$ cat config.mk
export PLATFORM = sky130hd
export DESIGN_NAME = trap_sequencer
export DESIGN_NICKNAME = d
export VERILOG_FILES = /design/src/rtl/trap_sequencer.sv
export SDC_FILE = /design/constraint.sdc
export NUM_CORES = 1
export LEC_CHECK = 0
export CAP_MARGIN = 20
export CELL_PAD_IN_SITES_DETAIL_PLACEMENT = 1
export CELL_PAD_IN_SITES_GLOBAL_PLACEMENT = 1
export CORE_MARGIN = 2
export CORE_UTILIZATION = 26
export CTS_CLUSTER_SIZE = 20
export DETAILED_ROUTE_END_ITERATION = 16
export PLACE_DENSITY_LB_ADDON = 0.1
export SKIP_CTS_REPAIR_TIMING = 1
export SYNTH_ARGS = -nofsm -noshare
export SYNTH_HDL_FRONTEND = slang
export SYNTH_SLANG_ARGS = --single-unit
$ cat constraint.sdc
create_clock -name clk -period 3.5 [get_ports clk]
set_input_delay 0.7 -clock clk [delete_from_list [all_inputs] [get_ports clk]]
set_output_delay 0.7 -clock clk [all_outputs]
set_load 0.02 [all_outputs]
$ cat src/rtl/trap_sequencer.sv
// M-mode trap-entry / MRET sequencer between the controller and csrUnit.
// Samples exceptions and the gated timer interrupt at retire, strobes csrUnit, then redirects fetch.
module trap_sequencer #(
    parameter int XLEN   = 32,
    parameter int CNT_W  = 16,
    parameter bit INT_EN = 1'b1
) (
    input  logic             clk,
    input  logic             rst,
    input  logic             instr_valid_i,
    input  logic [XLEN-1:0]  pc_i,
    input  logic [31:0]      instr_i,
    input  logic [XLEN-1:0]  exc_addr_i,
    input  logic             exc_if_mis_i,
    input  logic             exc_illegal_i,
    input  logic             exc_ecall_i,
    input  logic             exc_ebreak_i,
    input  logic             exc_st_mis_i,
    input  logic             exc_ld_mis_i,
    input  logic             mret_i,
    input  logic             mtime_exc_i,
    input  logic [XLEN-1:0]  mtvec_i,
    input  logic [XLEN-1:0]  mepc_i,
    output logic             stall_o,
    output logic             flush_o,
    output logic             jumpingToMtvec_o,
    output logic [31:0]      excCause_o,
    output logic [31:0]      trapInfo_o,
    output logic [XLEN-1:0]  trap_pc_o,
    output logic             mret_o,
    output logic             redirect_o,
    output logic [XLEN-1:0]  redirect_pc_o,
    output logic [CNT_W-1:0] trap_count_o
);

    typedef enum logic [1:0] {
        IDLE  = 2'd0,
        TRAP  = 2'd1,
        REDIR = 2'd2,
        MRET  = 2'd3
    } state_t;

    localparam logic [31:0] CAUSE_TIMER  = 32'h8000_0007;
    localparam logic [31:0] CAUSE_IF_MIS = 32'd0;
    localparam logic [31:0] CAUSE_ILL    = 32'd2;
    localparam logic [31:0] CAUSE_EBRK   = 32'd3;
    localparam logic [31:0] CAUSE_LD_MIS = 32'd4;
    localparam logic [31:0] CAUSE_ST_MIS = 32'd6;
    localparam logic [31:0] CAUSE_ECALL  = 32'd11;
    // Redirect targets are always word aligned: the low two bits of mtvec hold the MODE field.
    localparam logic [XLEN-1:0] PC_MASK  = {{(XLEN-2){1'b1}}, 2'b00};

    state_t           state_q, state_d;
    logic [31:0]      cause_q, cause_d;
    logic [31:0]      tval_q, tval_d;
    logic [XLEN-1:0]  epc_q, epc_d;
    logic [CNT_W-1:0] count_q, count_d;

    logic        timer_irq;
    logic        any_exc;
    logic        trap_take;
    logic        mret_take;
    logic [31:0] sel_cause;
    logic [31:0] sel_tval;

    assign timer_irq = INT_EN & mtime_exc_i;
    assign any_exc   = exc_if_mis_i | exc_illegal_i | exc_ecall_i |
                       exc_ebreak_i | exc_st_mis_i  | exc_ld_mis_i;
    assign trap_take = instr_valid_i & (any_exc | timer_irq);
    assign mret_take = instr_valid_i & mret_i & ~trap_take;

    // Fixed priority: interrupt first, then synchronous exceptions in architectural order.
    always_comb begin
        sel_cause = '0;
        sel_tval  = '0;
        if (timer_irq) begin
            sel_cause = CAUSE_TIMER;
        end else if (exc_if_mis_i) begin
            sel_cause = CAUSE_IF_MIS;
            sel_tval  = 32'(exc_addr_i);
        end else if (exc_illegal_i) begin
            sel_cause = CAUSE_ILL;
            sel_tval  = instr_i;
        end else if (exc_ecall_i) begin
            sel_cause = CAUSE_ECALL;
        end else if (exc_ebreak_i) begin
            sel_cause = CAUSE_EBRK;
        end else if (exc_st_mis_i) begin
            sel_cause = CAUSE_ST_MIS;
            sel_tval  = 32'(exc_addr_i);
        end else if (exc_ld_mis_i) begin
            sel_cause = CAUSE_LD_MIS;
            sel_tval  = 32'(exc_addr_i);
        end
    end

    always_comb begin
        state_d          = state_q;
        cause_d          = cause_q;
        tval_d           = tval_q;
        epc_d            = epc_q;
        count_d          = count_q;
        stall_o          = 1'b0;
        flush_o          = 1'b0;
        jumpingToMtvec_o = 1'b0;
        excCause_o       = '0;
        trapInfo_o       = '0;
        trap_pc_o        = '0;
        mret_o           = 1'b0;
        redirect_o       = 1'b0;
        redirect_pc_o    = '0;

        case (state_q)
            IDLE: begin
                if (trap_take) begin
                    state_d = TRAP;
                    cause_d = sel_cause;
                    tval_d  = sel_tval;
                    epc_d   = pc_i;
                    // Keep outputs quiet while reset is held, even if the retire stage shows a trap.
                    flush_o = ~rst;
                    if (count_q != {CNT_W{1'b1}}) begin
                        count_d = count_q + 1'b1;
                    end
                end else if (mret_take) begin
                    state_d = MRET;
                end
            end
            TRAP: begin
                state_d          = REDIR;
                stall_o          = 1'b1;
                jumpingToMtvec_o = 1'b1;
                excCause_o       = cause_q;
                trapInfo_o       = tval_q;
                trap_pc_o        = epc_q;
            end
            REDIR: begin
                // mtvec is sampled here, one cycle after csrUnit committed the trap.
                state_d       = IDLE;
                stall_o       = 1'b1;
                redirect_o    = 1'b1;
                redirect_pc_o = mtvec_i & PC_MASK;
            end
            MRET: begin
                state_d       = IDLE;
                stall_o       = 1'b1;
                mret_o        = 1'b1;
                redirect_o    = 1'b1;
                redirect_pc_o = mepc_i & PC_MASK;
            end
            default: begin
                state_d = IDLE;
            end
        endcase
    end

    always_ff @(posedge clk or posedge rst) begin
        if (rst) begin
            state_q <= IDLE;
            cause_q <= '0;
            tval_q  <= '0;
            epc_q   <= '0;
            count_q <= '0;
        end else begin
            state_q <= state_d;
            cause_q <= cause_d;
            tval_q  <= tval_d;
            epc_q   <= epc_d;
            count_q <= count_d;
        end
    end

    assign trap_count_o = count_q;

endmodule
==> flow_summary.toml <==
[status]
status = "finished clean"

[power]
sw_frac_of_total = 0.3929
clockPowerShare = 0.187
comb_power_share = 0.518
power.density_mw_per_mm2 = 670.8
irDropWorstVdd_mv = 0.2264
p_int_mw = 3.426
seqPwrFrac = 0.295
p_leak_nw = 3.630
switchingPower_mw = 2.217

[layout]
syn_to_final_growth_pct = 66.66
nets = 1010
antenna-diode-count = 0
mostFrequentLayoutCells = "clkdlybuf4s50_1 (286), nand2_1 (137), dfrtp_1 (86), and2_1 (71), a22oi_1 (33)"
instances_no_fill = 1103
final_common_cell = "clkdlybuf4s50_1"
drive_gt1_frac = 0.05101
stdcell_area_sq_mm = 0.008412

[global_route]
track_usage = 0.1733
grt_max_degree = 78
grt_pass1_wl_microns = 27780
grt_pass1_vias = 5214
antenna_found_initial = 0
grt-ovfl-total = 0

[yosys]
ys_seq_area_frac = 0.4313
synth_area_per_cell_sq_um = 8.902
ys_warn_count = 0
ys_async_sr_fraction = 1.000
synth-edff-count = 0
syn_area_sq_mm = 0.005047
synth_cell_types = 44
synth_flop_cell = "dfrtp_1"
ys_ff_latch = 87
syn_inst = 567

[floorplan]
io_pins = 320
dieWidth_microns = 143.3
die_y_microns = 143.3
die_area_sq_mm = 0.02054
std_cell_rows = 50
fp.coreArea_sq_mm = 0.01889
start_util = 0.2672

[route]
drt_pass1_iterations = 4
wl_per_cell_microns = 16.64
routed_via_density = 4.529
first_iter_violations = 170
drc = 0
detail-route-antenna-nets = 0
wirelength_microns = 18360
dr_total_vias = 4995

[worst_setup_path]
crit_arrival_ns = 2.51
regToRegStartpoint = "state_q[1]"
crit_required_ns = 2.80
startpoint_type = "primary input"
cp-end-kind = "primary output"
crit_fanout = 4
startpoint = "instr_valid_i"
r2r_slack_ns = 1.26
worstSetupPathType = "primary input to primary output"

[job]
drv_cap = 0

[clock_network]
clk_latency_ns = 0.33
cts.sinks = 87
cts_buffers = 9
cts.clk_slew.worst_paths_ns = 0.07
clockBufferDepth = 2
cts_max_level = 3
cts_tree = "built"
clockRootBuffer = "clkbuf_16"

[timing]
timing.fmax_mhz = 312.0
worst-slew-pin-transition_ns = 0.8702
finalHoldViolations = 0
slew_viol_final = 0
timing.setup.tns_ns = 0
finalCriticalPeriod_ns = 3.205
fin_worst_skew_ns = 0.006775
setup_viol = 0
setup_slack_ns = 0.2945
max_slew_margin = 0.4199
rsz0062_at_grt = "false"
fin_crit_sh = 0.9159

[hold_path]
hp-start = "epc_q[30]"
min_path_type = "register to register"

[placed_design]
io_buffers = 286
dp_hpwl_microns = 14040
gp_congestion = 0.7902
place_ws_ns = 0.2901
placed_cells = 1087
placed_cell_area_sq_mm = 0.008090
## power groups by stage
| stage | combinational (mW) | clock [mW] | sequential (mW) |
|---|---|---|---|
| 2_1_floorplan | 1.66 | 0 | 1.66 |
| 3_3_place_gp | 2.92 | 0 | 1.66 |
| 3_5_place_dp | 2.98 | 0 | 1.69 |
| 4_1_cts | 2.99 | 1.09 | 1.67 |
| 5_1_grt | 3.18 | 1.13 | 1.73 |
| 6_report | 2.92 | 1.05 | 1.67 |
## synth_stat cells, drive strengths merged (3+ instances only)
master  count  area (sq um)
nand2     137         514.2
dfrtp      87          2177
and2       71         444.2
buf        39         299.0
nor2b      34         212.7
a22oi      33         247.7
o21ai      33         165.2
mux2i      30         300.3
clkbuf     28         105.1
xor2       12         105.1
nor2        8         30.03
nor3        7         40.04
nand4       6         37.54
nor4        5         67.56
and3        3         18.77
inv         3         11.26
nand3       3         15.01
nor4b       3         26.28
o22a        3         26.28
## per-stage QoR
stage / utilization / power [mW] / hold slack [ns]
5_1_grt: 0.4452 / 6.045 / 0.4877
2_1_floorplan: - / 3.314 / 0.4374
3_3_place_gp: 0.4282 / 4.583 / 0.4499
4_1_cts: 0.4452 / 5.751 / 0.4752
6_report: 0.4452 / 5.643 / 0.4710
3_5_place_dp: 0.4282 / 4.669 / 0.4584
## area by class of cell
type	count	area [sq um]
Clock buffer	11	242.7
Clock inverter	5	78.83
Fill cell	2195	10480
Inverter	3	12.51
Multi-Input combinational cell	438	2589
Sequential cell	87	2178
Tap cell	260	325.3
Timing Repair Buffer	299	2985
## metal layers
| metal | share of wire | global-route usage | up-vias |
|---|---|---|---|
| met1 | 0.39 | 0.1958 | 2409 |
| met2 | 0.51 | 0.3153 | 206 |
| met4 | 0.016 | 0.04592 | 0 |
| met5 | 0 | 0 | - |
| li1 | - | - | 2365 |
| met3 | 0.088 | 0.05465 | 15 |
## final timing paths
kind                                    endpoint  depth (start not counted)
worst max-delay path                     flush_o                          5
min in group asynchronous       trap_count_o[14]                          2
worst min register to register         epc_q[30]                          2
worst min-delay path                   epc_q[30]                          2
max in group asynchronous             tval_q[24]                          3
worst max register to register   trap_count_o[1]                          5
## sequential cells by signal, indices dropped and copies added (netlist names)
name and cells:
state_q 2, trap_count_o 16, cause_q 5, epc_q 32, tval_q 32
## cells by family (layout without fill, tap and decap cells)
kind of cell / Yosys count / in the layout / synth area share
xor+xnor: 13 / 13 / 0.02256
other cells: 1 / 29 / 0.0007430
buf+inv: 70 / 318 / 0.08230
fa+ha+maj: 1 / 1 / 0.002479
mux: 32 / 32 / 0.06396
simple gates: 286 / 286 / 0.2935
compound gates: 77 / 77 / 0.1031
flops: 87 / 87 / 0.4313
## worst max-delay path: stages
cell,delay [ns]
clkdlybuf4s50_1,0.48
or3b_4,0.42
a21o_4,0.20
nor2_1,0.08
clkdlybuf4s50_1,0.63
No activity file was read; power rests on OpenSTA's default activity.
